--- config.mk ---
export PLATFORM = sky130hd
export DESIGN_NAME = reader_inv_sched
export DESIGN_NICKNAME = d
export VERILOG_FILES = /design/src/rtl/reader_inv_sched.sv
export SDC_FILE = /design/constraint.sdc
export NUM_CORES = 1
export LEC_CHECK = 0
export CORE_MARGIN = 8
export CORE_UTILIZATION = 47
export DETAILED_ROUTE_END_ITERATION = 10
export GPL_TIMING_DRIVEN = 0
export PLACE_DENSITY = 0.83
export SYNTH_ARGS = -nofsm -noshare
export SYNTH_HDL_FRONTEND = slang
export SYNTH_SLANG_ARGS = --single-unit
--- constraint.sdc ---
create_clock -name CLK -period 5.15 [get_ports CLK]
set_input_delay 0.515 -clock CLK [delete_from_list [all_inputs] [get_ports CLK]]
set_output_delay 0.515 -clock CLK [all_outputs]
set_load 0.02 [all_outputs]
--- src/rtl/reader_inv_sched.sv ---
`timescale 1ns/1ps
// Inventory-round scheduler: issues QUERY/QUERYREP/ACK/NAK and collects RN16/EPC replies.
// Latency: command issued 1 cycle after start/decision; EPC accepted 2 cycles after tag_finish
//          (EPC_LEN cycles with the serial CRC check).
// Backpressure: cmd_valid/cmd_type/cmd_arg are held stable until cmd_ready; nothing else stalls.
//
// Ports:
//   CLK, RESET                   clock, synchronous active-high reset
//   start, testcase              round start pulse and sequence select (latched at start)
//   cmd_valid/ready, cmd_type,   command handshake to the TX encoder (0=QUERY 1=QUERYREP
//   cmd_arg                      2=ACK 3=NAK; cmd_arg carries the RN16 for ACK)
//   tx_done                      TX encoder finished the frame
//   tag_finish, tag_data,        decoded tag reply from the pulse counter
//   tag_data_number
//   rx_clear                     one-cycle clear of the pulse counter before each reply window
//   busy, done                   round in progress / round complete pulse
//   epc_out, epc_valid           last accepted EPC and its update strobe
//   tag_cnt, err_cnt             per-round statistics, saturating at 255
//
// Optional feature: define READER_INV_SCHED_CRC16_EN to verify the EPC CRC-16 serially
// (MSB-first, preset 0xFFFF, residue 0x1D0F) before accepting it.
module reader_inv_sched #(
    parameter int TIMEOUT_CYC = 4096,
    parameter int MAX_RETRY   = 3,
    parameter int NUM_SLOTS   = 8,
    parameter int RN16_LEN    = 16,
    parameter int EPC_LEN     = 128
) (
    input  logic               CLK,
    input  logic               RESET,
    input  logic               start,
    input  logic [1:0]         testcase,
    output logic               cmd_valid,
    input  logic               cmd_ready,
    output logic [2:0]         cmd_type,
    output logic [15:0]        cmd_arg,
    input  logic               tx_done,
    input  logic               tag_finish,
    input  logic [255:0]       tag_data,
    input  logic [15:0]        tag_data_number,
    output logic               rx_clear,
    output logic               busy,
    output logic               done,
    output logic [EPC_LEN-1:0] epc_out,
    output logic               epc_valid,
    output logic [7:0]         tag_cnt,
    output logic [7:0]         err_cnt
);

    localparam int TW = $clog2(TIMEOUT_CYC + 1);
    localparam int RW = $clog2(MAX_RETRY + 1);
    localparam int SW = $clog2(NUM_SLOTS + 1);

    localparam logic [2:0] CMD_QUERY    = 3'd0;
    localparam logic [2:0] CMD_QUERYREP = 3'd1;
    localparam logic [2:0] CMD_ACK      = 3'd2;
    localparam logic [2:0] CMD_NAK      = 3'd3;

    typedef enum logic [2:0] {
        IDLE, ISSUE, WAIT_TX, WAIT_RN16, WAIT_EPC, CHECK, NEXT, FIN
    } state_t;

    state_t             state, state_nxt;
    logic [TW-1:0]      timer;
    logic [RW-1:0]      retry;
    logic [SW-1:0]      slot;
    logic [1:0]         tc;
    logic [EPC_LEN-1:0] epc_buf;

    // Decision strobes from the next-state logic to the datapath.
    logic       ld_cmd;
    logic [2:0] cmd_nxt;
    logic       err_inc, retry_inc, retry_clr, epc_ld, epc_fail, accept;
    logic       slot_inc, timer_clr, round_clr, rx_pulse, fin;

    logic timeout, retry_left, rn_len_ok, epc_len_ok;

    // Only the EPC-sized low part of the reply bus is ever consumed.
    logic unused_tag_hi;
    assign unused_tag_hi = ^tag_data[255:EPC_LEN];

    assign timeout    = (timer == TW'(TIMEOUT_CYC - 1));
    assign retry_left = (retry < RW'(MAX_RETRY));
    assign rn_len_ok  = (tag_data_number == 16'(RN16_LEN));
    assign epc_len_ok = (tag_data_number == 16'(EPC_LEN));

    // The command is presented for exactly as long as the FSM sits in ISSUE, so a reset
    // (which forces IDLE) withdraws it on the following cycle.
    assign cmd_valid = (state == ISSUE);

`ifdef READER_INV_SCHED_CRC16_EN
    localparam int CW = $clog2(EPC_LEN);

    logic [15:0]   crc;
    logic [CW-1:0] crc_idx;
    logic [15:0]   crc_last;
    logic          crc_done;

    function automatic logic [15:0] crc_step(input logic [15:0] c, input logic b);
        crc_step = {c[14:0], 1'b0} ^ ((c[15] ^ b) ? 16'h1021 : 16'h0000);
    endfunction

    // The MSB is folded in on the tag_finish edge, so CHECK needs only EPC_LEN-1 cycles and
    // epc_valid lands exactly EPC_LEN cycles after tag_finish.
    assign crc_last = crc_step(crc, epc_buf[crc_idx]);
    assign crc_done = (crc_idx == '0);
`endif

    always_ff @(posedge CLK) begin
        if (RESET) begin
            state <= IDLE;
        end else begin
            state <= state_nxt;
        end
    end

    always_comb begin
        state_nxt = state;
        ld_cmd    = 1'b0;
        cmd_nxt   = cmd_type;
        err_inc   = 1'b0;
        retry_inc = 1'b0;
        retry_clr = 1'b0;
        epc_ld    = 1'b0;
        epc_fail  = 1'b0;
        accept    = 1'b0;
        slot_inc  = 1'b0;
        timer_clr = 1'b0;
        round_clr = 1'b0;
        rx_pulse  = 1'b0;
        fin       = 1'b0;

        case (state)
            IDLE: begin
                if (start) begin
                    round_clr = 1'b1;
                    ld_cmd    = 1'b1;
                    cmd_nxt   = CMD_QUERY;
                    state_nxt = ISSUE;
                end
            end
            ISSUE: begin
                if (cmd_ready) begin
                    state_nxt = WAIT_TX;
                end
            end
            WAIT_TX: begin
                if (tx_done) begin
                    rx_pulse  = 1'b1;
                    timer_clr = 1'b1;
                    case (cmd_type)
                        CMD_QUERY, CMD_QUERYREP: state_nxt = WAIT_RN16;
                        CMD_ACK:                 state_nxt = WAIT_EPC;
                        default:                 state_nxt = NEXT;
                    endcase
                end
            end
            WAIT_RN16: begin
                // A reply on the timeout cycle is checked first, so it wins.
                if (tag_finish && rn_len_ok) begin
                    retry_clr = 1'b1;
                    if (tc == 2'd0) begin
                        state_nxt = NEXT;
                    end else begin
                        ld_cmd    = 1'b1;
                        cmd_nxt   = CMD_ACK;
                        state_nxt = ISSUE;
                    end
                end else if (tag_finish || timeout) begin
                    err_inc = 1'b1;
                    if (retry_left) begin
                        retry_inc = 1'b1;
                        state_nxt = ISSUE;
                    end else begin
                        state_nxt = NEXT;
                    end
                end
            end
            WAIT_EPC: begin
                if (tag_finish && epc_len_ok) begin
                    epc_ld    = 1'b1;
                    state_nxt = CHECK;
                end else if (tag_finish || timeout) begin
                    epc_fail = 1'b1;
                end
            end
            CHECK: begin
`ifdef READER_INV_SCHED_CRC16_EN
                if (crc_done) begin
                    if (crc_last == 16'h1D0F) begin
                        accept    = 1'b1;
                        state_nxt = NEXT;
                    end else begin
                        epc_fail = 1'b1;
                    end
                end
`else
                accept    = 1'b1;
                state_nxt = NEXT;
`endif
            end
            NEXT: begin
                slot_inc  = 1'b1;
                retry_clr = 1'b1;
                if (!tc[1] || slot == SW'(NUM_SLOTS - 1)) begin
                    state_nxt = FIN;
                end else begin
                    ld_cmd    = 1'b1;
                    cmd_nxt   = CMD_QUERYREP;
                    state_nxt = ISSUE;
                end
            end
            FIN: begin
                fin       = 1'b1;
                state_nxt = IDLE;
            end
            default: state_nxt = IDLE;
        endcase

        // Bad EPC (wrong length, silence or CRC failure): re-ACK with the same RN16 until the
        // retry budget runs out, then NAK the tag (testcase 3) or just move on.
        if (epc_fail) begin
            err_inc = 1'b1;
            if (retry_left) begin
                retry_inc = 1'b1;
                state_nxt = ISSUE;
            end else if (tc == 2'd3) begin
                ld_cmd    = 1'b1;
                cmd_nxt   = CMD_NAK;
                state_nxt = ISSUE;
            end else begin
                state_nxt = NEXT;
            end
        end
    end

    always_ff @(posedge CLK) begin
        if (RESET) begin
            timer     <= '0;
            retry     <= '0;
            slot      <= '0;
            tc        <= '0;
            epc_buf   <= '0;
            cmd_type  <= CMD_QUERY;
            cmd_arg   <= '0;
            rx_clear  <= 1'b0;
            busy      <= 1'b0;
            done      <= 1'b0;
            epc_out   <= '0;
            epc_valid <= 1'b0;
            tag_cnt   <= '0;
            err_cnt   <= '0;
        end else begin
            rx_clear  <= rx_pulse;
            done      <= fin;
            epc_valid <= accept;

            if (round_clr) begin
                tc      <= testcase;
                tag_cnt <= '0;
                err_cnt <= '0;
                slot    <= '0;
                busy    <= 1'b1;
            end else if (fin) begin
                busy <= 1'b0;
            end

            // The RN16 is latched straight into cmd_arg when the ACK is loaded; ACK retries
            // leave cmd_arg untouched so the same handle is re-sent.
            if (ld_cmd) begin
                cmd_type <= cmd_nxt;
                cmd_arg  <= (cmd_nxt == CMD_ACK) ? tag_data[15:0] : 16'h0000;
            end

            if (round_clr || retry_clr) begin
                retry <= '0;
            end else if (retry_inc) begin
                retry <= retry + 1'b1;
            end

            if (slot_inc) begin
                slot <= slot + 1'b1;
            end

            if (timer_clr) begin
                timer <= '0;
            end else if (state == WAIT_RN16 || state == WAIT_EPC) begin
                timer <= timer + 1'b1;
            end

            if (err_inc && err_cnt != 8'hFF) begin
                err_cnt <= err_cnt + 8'd1;
            end

            if (epc_ld) begin
                epc_buf <= tag_data[EPC_LEN-1:0];
            end

            if (accept) begin
                epc_out <= epc_buf;
                if (tag_cnt != 8'hFF) begin
                    tag_cnt <= tag_cnt + 8'd1;
                end
            end
        end
    end

`ifdef READER_INV_SCHED_CRC16_EN
    always_ff @(posedge CLK) begin
        if (RESET) begin
            crc     <= 16'hFFFF;
            crc_idx <= '0;
        end else if (epc_ld) begin
            crc     <= crc_step(16'hFFFF, tag_data[EPC_LEN-1]);
            crc_idx <= CW'(EPC_LEN - 2);
        end else if (state == CHECK) begin
            crc     <= crc_last;
            crc_idx <= crc_idx - 1'b1;
        end
    end
`endif

endmodule

Word level (Yosys, flattened, before mapping)
Cells that the tools add are included.
{"block": "totals", "wordCells": 123, "out_inout_bits": 168, "inputBits": 280, "register_bits": 319}
{"block": "classes", "reduce_logical": 18, "magnitude_cmp": 1, "n_mux": 62, "n_addsub": 5, "eq_ne": 22}
{"operator": "$mux 3", "n": 19}
{"operator": "$mux 8", "n": 5}
{"operator": "$mux 1", "n": 30}
{"operator": "$pmux 3 s8", "n": 1}
{"operator": "$add 8x1->8 const B", "n": 2}
{"operator": "$eq 16x5->1 const B", "n": 1}
{"operator": "$eq 16x8->1 const B", "n": 1}
{"operator": "$mux 16", "n": 1}
{"operator": "$ne 8x8->1 const B", "n": 2}
{"operator": "$add 13x1->13 const B", "n": 1}
{"operator": "$eq 13x12->1 const B", "n": 1}
{"operator": "$eq 3x2->1 const B", "n": 4}
{"operator": "$eq 3x3->1 const B", "n": 4}
{"operator": "$ne 3x3->1 const B", "n": 3}
{"operator": "$pmux 3 s3", "n": 1}
{"operator": "$mux 4", "n": 2}
{"operator": "$eq 3x1->1 const B", "n": 2}
{"operator": "$logic_not 3->1", "n": 2}
{"operator": "$pmux 3 s2", "n": 1}
{"operator": "$reduce_bool 2->1", "n": 3}
{"operator": "$reduce_or 2->1", "n": 3}
{"operator": "$reduce_and 5->1", "n": 1}
{"operator": "$add 4x1->4 const B", "n": 1}
{"operator": "$eq 4x3->1 const B", "n": 1}
{"operator": "11 further kinds", "n": 16}

Longest topological paths before layout
Gate-level depths: netlist (run 1).
{"block": "depth", "word_depth": 9, "mapped_depth": 9, "depth_no_buf": 7}

Least setup slack after synthesis (run 1)
No wires, ideal clock.
{"block": "synth_path", "path_type": "input port to flip-flop", "from": "input port tag_data_number[13]", "to": "register cmd_arg[10]", "path_slack_ps": 3070, "setup_time_ps": 65, "stages": 8, "t_arrival_ps": 2015, "n_path_buf": 2, "path_cell_list": "or3_4 nor3b_4 a21oi_2 buf_6 a311oi_4 buf_6 a22oi_1 nor2_1"}
{"block": "synth_between", "elab_chain_cells": 9}
{"element": "start: declaration", "line_no": "40", "text": "input logic [15:0] tag_data_number,"}
{"element": "$eq 16x5->1", "line_no": "84", "text": "assign rn_len_ok = (tag_data_number == 16'(RN16_LEN));"}
{"element": "$logic_and 1x1->1", "line_no": "160", "text": "if (tag_finish && rn_len_ok) begin"}
{"element": "$mux 3", "line_no": "160"}
{"element": "$pmux 3 s3", "line_no": "133", "text": "case (state)"}
{"element": "$mux 3", "line_no": "227", "text": "end else if (tc == 2'd3) begin"}
{"element": "$mux 3", "line_no": "224", "text": "if (retry_left) begin"}
{"element": "$mux 3", "line_no": "222", "text": "if (epc_fail) begin"}
{"element": "$eq 3x2->1", "line_no": "272", "text": "cmd_arg <= (cmd_nxt == CMD_ACK) ? tag_data[15:0] : 16'h0000;"}
{"element": "$mux 16", "line_no": "272"}
{"element": "end signal: assignment", "line_no": "272"}
{"element": "end: declaration", "line_no": "36", "text": "output logic [15:0] cmd_arg,"}
Several ways; a longest one is shown, not always the timed one.
A chain may end at the register's enable or synchronous reset.

Final worst setup path (run 1)
{"block": "layout_path", "from": "register state[2]", "to": "register epc_out[9]"}
{"block": "layout_between", "elab_chain_cells": 2}
{"element": "start: declaration", "line_no": "63", "text": "state_t state, state_nxt;"}
{"element": "start signal: assignment", "line_no": "113", "text": "state <= state_nxt;"}
{"element": "$eq 3x3->1", "line_no": "133"}
{"element": "$mux 1", "line_no": "133"}
{"element": "end signal: assignment", "line_no": "300", "text": "epc_out <= epc_buf;"}
{"element": "end: declaration", "line_no": "44", "text": "output logic [EPC_LEN-1:0] epc_out,"}
No other way between the ends.

==> results of run 1 <==
[state kept, by name, indices dropped and copies added (netlist names)]
signal / count
epc_buf: 128
epc_out: 128
cmd_arg: 16
timer: 13
err_cnt: 8
tag_cnt: 8
slot: 4
cmd_type: 3
state: 3
retry: 2
tc: 2
busy: 1
done: 1
epc_valid: 1
rx_clear: 1
[per-layer routing]
metal	vias up	global-route usage	share of wire
li1	5563	-	-
met1	5350	0.278	0.40
met2	429	0.392	0.47
met3	61	0.0939	0.10
met4	6	0.0638	0.021
met5	-	0	0.00091
[report_power, final]
group	total [mW]	leakage [nW]	switching, mW	internal [mW]
logic	0.417	2.41	0.224	0.193
registers	2.50	2.57	0.0161	2.48
clock network	2.43	0.556	0.967	1.46
[path summary, 6_finish.rpt]
| path | startpoint | endpoint | slack, ns |
|---|---|---|---|
| min reg2reg | epc_buf[107] | epc_out[107] | 0.45 |
| max reg2reg | state[2] | epc_out[9] | 2.35 |
| min | epc_buf[107] | epc_out[107] | 0.45 |
| max | state[2] | epc_out[9] | 2.35 |
[logic make-up after synthesis]
group           share of synthesized area
simple gates                        0.232
compound gates                      0.164
flops                               0.546
buf+inv                            0.0393
xor+xnor                          0.00973
fa+ha+maj                         0.00535
mux                               0.00364
[Yosys cell counts (all sizes together), types with 7 or more instances]
cell,count,area (um^2)
and3,11,68.8
xnor2,7,61.3
o21ai,16,80.1
nor2,61,229
a21oi,280,1410
nor3,8,40.0
inv,12,45.0
buf,20,119
dfxtp,319,6390
clkbuf,79,297
a22oi,19,143
nand3,17,85.1
nand2,536,2010
[through the flow]
step                      setup WS [ns]  utilization  instance area [um^2]  power, mW  hold WS, ns
after floorplan                    3.07            -                 11700       2.75        0.432
after global placement             1.99        0.627                 15300       2.96        0.436
after detailed placement           2.01        0.627                 15300       2.97        0.444
after CTS                          2.34        0.673                 16400       5.37        0.449
after global routing               2.09        0.673                 16400       5.52        0.465
final                              2.35        0.673                 16400       5.34        0.446
[tightest hold or removal path, cell delays in order (launching register included)]
cell and delay (ns):
dfxtp_1 0.31, nand2_1 0.05, a21oi_1 0.05
[cell usage in the layout (no fill, tap or decap), types with 2 or more instances in the layout]
cell type        Yosys  layout
clkinv_2             0       7
nor2_1              61      61
ha_1                 5       5
and3_1              11      11
buf_6                3       3
buf_2               17      17
a311oi_1             2       2
xor2_1               6       6
bufinv_16            0       2
nand3_1             17      17
o21ai_0             15      15
a221o_1              2       2
o31ai_1              3       3
mux2_2               2       2
nand2_1            535     535
nor3_1               8       8
a211oi_1             5       5
nand3b_1             6       6
or3_1                4       4
and4_1               4       4
nor4_1               2       2
and2_1               3       3
inv_1               12      12
a22oi_1             19      19
clkdlybuf4s50_1      0     319
a21oi_1            279     279
o211ai_1             4       4
clkbuf_8             0       8
a31oi_1              4       4
clkbuf_1            79      85
nand2b_1             4       4
mux2i_1              2       2
a22o_1               2       2
clkbuf_16            0      35
nand4_1              3       3
dfxtp_1            319     319
xnor2_1              7       7
[final cells by class]
class / count / area (um^2) / share of cell area
well taps: 324 / 405 / 0.0247
flip-flops and latches: 319 / 6390 / 0.389
diodes: 1 / 2.50 / 0.000152
repair buffers: 319 / 3190 / 0.195
plain buffers: 99 / 415 / 0.0253
clock buffers: 49 / 1010 / 0.0614
clock inverters: 10 / 104 / 0.00633
inverters: 12 / 45.0 / 0.00274
multi-input cells: 1040 / 4860 / 0.296
==> flow_summary_export.csv, run 1 <==
group,metric,value,unit
routing,drc_errors,0,
yosys,synth_flop_cell,"dfxtp_1",
setup_path,crit_fanout,10,
yosys,ys.warnings.count,0,
sta,timing.fmax,357,MHz
setup_path,crit_type,"reg -> reg",
die,initial_core_util,0.480,
die,fp.coreArea,24400,um^2
clock_network,cts_htree_levels,2,
setup_path,crit_chain,"buf_2, nand2b_1, nor2_1, clkbuf_1, clkbuf_1, nand2_1, a21oi_1",
global_route,grtUsageTotal,0.236,
setup_path,critPathLaunchType,"register",
setup_path,cp_slowest_cell,"nor2_1",
yosys,async_flop_share,0,
sta,slew_headroom,0.362,
routing,drt-initial-drc-count,963,
sta,finalMaxSlewViolations,0,
sta,finalSetupTns,0,ns
cells_and_area,fillCellCount,2018,
routing,vias_per_cell,5.25,
setup_path,crit_buf_inv,3,
sta,finalSetupViolCount,0,
yosys,syn_area_per_cell,7.96,um^2
clock_network,cts_root_buf,"clkbuf_16",
sta,fin_worst_skew,0.0154,ns
die,fp.dieH,174,um
cells_and_area,layout-drive-gt1-share,0.0460,
cells_and_area,stdcell_count,2173,
die,die_area,30200,um^2
setup_path,cp.depth,7,
setup_path,r2r_cells,7,
sta,finalHoldViolations,0,
sta,rsz0062_at_grt,"false",
global_route,grt_max_degree,15,
clock_network,clock_sinks,319,
routing,wl_per_cell,17.2,um
yosys,synth_fp_nets,1755,
setup_path,slowest_delay,0.64,ns
yosys,netlist_area,11700,um^2
setup_path,required,5.58,ns
placed_design,placed_cells,2113,
die,ios,448,
placed_design,port_buffers,319,
clock_network,worstSkewPairLatency,0.50,ns
outcome,status,"finished, final reports clean",
yosys,synth_edf_count,0,
routing,vias,11400,
sta,worst-slew-pin-transition,0.957,ns
yosys,synth_cells,1470,
sta,post-route-min-period,2.80,ns
min_path,min_path_type,"reg -> reg",
setup_path,endpoint_kind,"register",
power,powerDensity,326,nW/um^2
clock_network,clock_path_buffers,3,
clock_network,cts_setup_buffers,0,
global_route,grt_pass1_vias,11000,
power,total_leakage_power,5.53,nW
cells_and_area,layout.nets,2110,
power,irDropWorstVdd,0.193,mV
flow_run,drv_cap,0,
cells_and_area,area_growth,40.3,%
yosys,synth_seq_cells,319,
clock_network,cts_tree,"yes",
clock_network,clk_pin_slew,0.06,ns
global_route,antenna_found_initial,3,
global_route,grt_pass1_wl,58600,um
routing,routed_wl,37500,um
die,rows,57,
clock_network,postCtsHoldBufs,0,
placed_design,hpwl,27700,um
routing,postRouteAntennaNets,0,
placed_design,place.gp.congestion,0.932,
setup_path,path_common_cell,"clkbuf_1",
setup_path,critPathTopFamily,"buffers and inverters",
clock_network,numCtsBuffers,34,
yosys,ys_seq_area_frac,0.546,
min_path,min_path_cells,2,
global_route,grt_overflow,0,
sta,min_period_over_period,0.544,
die,die_x,174,um
yosys,synth.distinct_cells,57,
clock_network,ctsResizeCount,0,
setup_path,critPathArrivalTime,3.23,ns
routing,first_pass_iters,6,
(Power assumes the default switching activity.)
==> inputs of run 2 (changes only) <==
--- a/config.mk
+++ b/config.mk
@@ -6,10 +6,10 @@
 export NUM_CORES = 1
 export LEC_CHECK = 0
 export CORE_MARGIN = 8
-export CORE_UTILIZATION = 47
+export CORE_UTILIZATION = 40
 export DETAILED_ROUTE_END_ITERATION = 10
 export GPL_TIMING_DRIVEN = 0
-export PLACE_DENSITY = 0.83
+export PLACE_DENSITY = 0.75
 export SYNTH_ARGS = -nofsm -noshare
 export SYNTH_HDL_FRONTEND = slang
 export SYNTH_SLANG_ARGS = --single-unit
==> constraint.sdc (replaced) <==
create_clock -name CLK -period 2.37 [get_ports CLK]
set_input_delay 0.237 -clock CLK [delete_from_list [all_inputs] [get_ports CLK]]
set_output_delay 0.237 -clock CLK [all_outputs]
set_load 0.02 [all_outputs]
==> flow_summary_export.csv, run 2 (synthesis gave the netlist of run 1 again) <==
group,metric,value,unit
placed_design,place.gp.congestion,0.867,
outcome,status,"finished, final reports clean",
global_route,grtUsageTotal,0.206,
sta,finalMaxSlewViolations,0,
die,die_x,187,um
clock_network,cts_htree_levels,2,
power,total_leakage_power,5.66,nW
min_path,min_path_type,"in -> reg",
die,fp.coreArea,28800,um^2
sta,rsz0062_at_grt,"true",
routing,routed_wl,37400,um
power,powerDensity,736,nW/um^2
sta,worst-slew-pin-transition,0.768,ns
clock_network,cts_setup_buffers,0,
power,p_total,12.3,mW
sta,worst_slack,0.122,ns
clock_network,cts_tree,"yes",
routing,vias_per_cell,5.02,
setup_path,crit_path_start,"timer[0]",
global_route,grt_pass1_vias,11100,
routing,vias,11200,
clock_network,cts_root_buf,"clkbuf_16",
global_route,grt_max_degree,15,
routing,postRouteAntennaNets,0,
sta,finalHoldViolations,0,
setup_path,endpoint_kind,"register",
die,ios,448,
die,initial_core_util,0.407,
placed_design,port_buffers,319,
placed_design,pre_cts_slack,-0.593,ns
setup_path,required,2.80,ns
clock_network,clock_sinks,319,
clock_network,clk_pin_slew,0.06,ns
cells_and_area,layout.nets,2110,
cells_and_area,utilization,0.580,
clock_network,numCtsBuffers,34,
cells_and_area,area_growth,42.7,%
sta,fin_hold_ws,0.275,ns
global_route,grt_pass1_wl,59200,um
routing,wl_per_cell,16.7,um
routing,first_pass_iters,5,
die,fp.dieH,187,um
clock_network,clock_path_buffers,3,
placed_design,hpwl,27800,um
sta,timing.fmax,445,MHz
cells_and_area,mostFrequentLayoutCells,"535 x nand2_1, 319 x dfxtp_1, 319 x clkdlybuf4s50_1, 279 x a21oi_1",
flow_run,drv_cap,0,
cells_and_area,layout_commonest_cell,"nand2_1",
min_path,worstHoldStart,"tag_data[80]",
global_route,grt_overflow,0,
setup_path,rr_startpoint,"timer[0]",
routing,drt-initial-drc-count,581,
setup_path,critPathLaunchType,"register",
power,irDropWorstVdd,0.464,mV
clock_network,worstSkewPairLatency,0.51,ns
placed_design,placed_cells,2173,
sta,slew_headroom,0.488,
cells_and_area,reg.largest.list,"epc_buf: 128 flops, epc_out: 128 flops, cmd_arg: 16 flops",
cells_and_area,stdcell_count,2235,
sta,post-route-min-period,2.25,ns
setup_path,crit_type,"reg -> reg",
cells_and_area,antenna_cells,0,
cells_and_area,layout-drive-gt1-share,0.0621,
die,die_area,35000,um^2
sta,min_period_over_period,0.948,
routing,drc_errors,0,
setup_path,crit_fanout,10,
setup_path,critPathArrivalTime,2.68,ns
global_route,antenna_found_initial,2,
sta,fin_worst_skew,0.0126,ns
clock_network,postCtsHoldBufs,0,
die,rows,62,
sta,finalSetupViolCount,0,
[run 2: cell count changes in the layout (fill, tap and decap cells not counted), sizes merged]
cell and delta:
buf +1, inv +1, diode -1, clkbuf -3, clkinvlp +2, clkinv -3
bufinv +5
[run 2: repair_timing]
| action | CTS | global route |
|---|---|---|
| gates resized for setup | 6 | 43 |
| endpoints found under the setup margin | 194 | 105 |
| cloned | 0 | 0 |
[run 2: per-stage QoR]
stage          TNS (ns)  area (um^2)
2_1_floorplan         0        11700
3_3_place_gp     -94.50        15400
3_5_place_dp     -99.30        15400
4_1_cts               0        16700
5_1_grt         -0.0165        16700
6_report              0        16700
[run 2: per-layer routing]
layer / global-route usage / vias up / share of wire
li1: - / 5577 / -
met1: 0.243 / 5175 / 0.42
met2: 0.345 / 389 / 0.46
met3: 0.0761 / 69 / 0.095
met4: 0.0626 / 4 / 0.026
met5: 0 / - / 0.00072
[run 2: critical path, cell delays in order, from the launching register on]
cell and delay (ns):
dfxtp_1 0.33, ha_2 0.22, and3b_1 0.18, and4_1 0.20, or2_2 0.32, a311oi_4 0.51
buf_6 0.22, a22oi_1 0.08, nor2_1 0.11
[run 2: power breakdown]
part | internal (mW) | switching (mW)
registers | 5.40 | 0.0322
clock network | 3.77 | 2.17
logic | 0.420 | 0.488
total | 9.59 | 2.69
[run 2: final cells by class]
| class | instances | area (um^2) |
|---|---|---|
| multi-input combinational | 1040 | 4870 |
| inverter | 12 | 45.0 |
| tap | 384 | 480 |
| buffer | 99 | 447 |
| clock buffer | 47 | 1010 |
| sequential | 319 | 6390 |
| fill | 2545 | 12100 |
| timing repair buffer | 319 | 3190 |
| clock inverter | 15 | 263 |
[run 2: path summary, 6_finish.rpt]
path / endpoint / depth (start not counted) / slack (ns)
worst max-delay path: cmd_arg[9] / 8 / 0.12
worst max register to register: cmd_arg[9] / 8 / 0.12
worst min-delay path: epc_buf[80] / 3 / 0.27
worst min register to register: epc_out[117] / 2 / 0.44
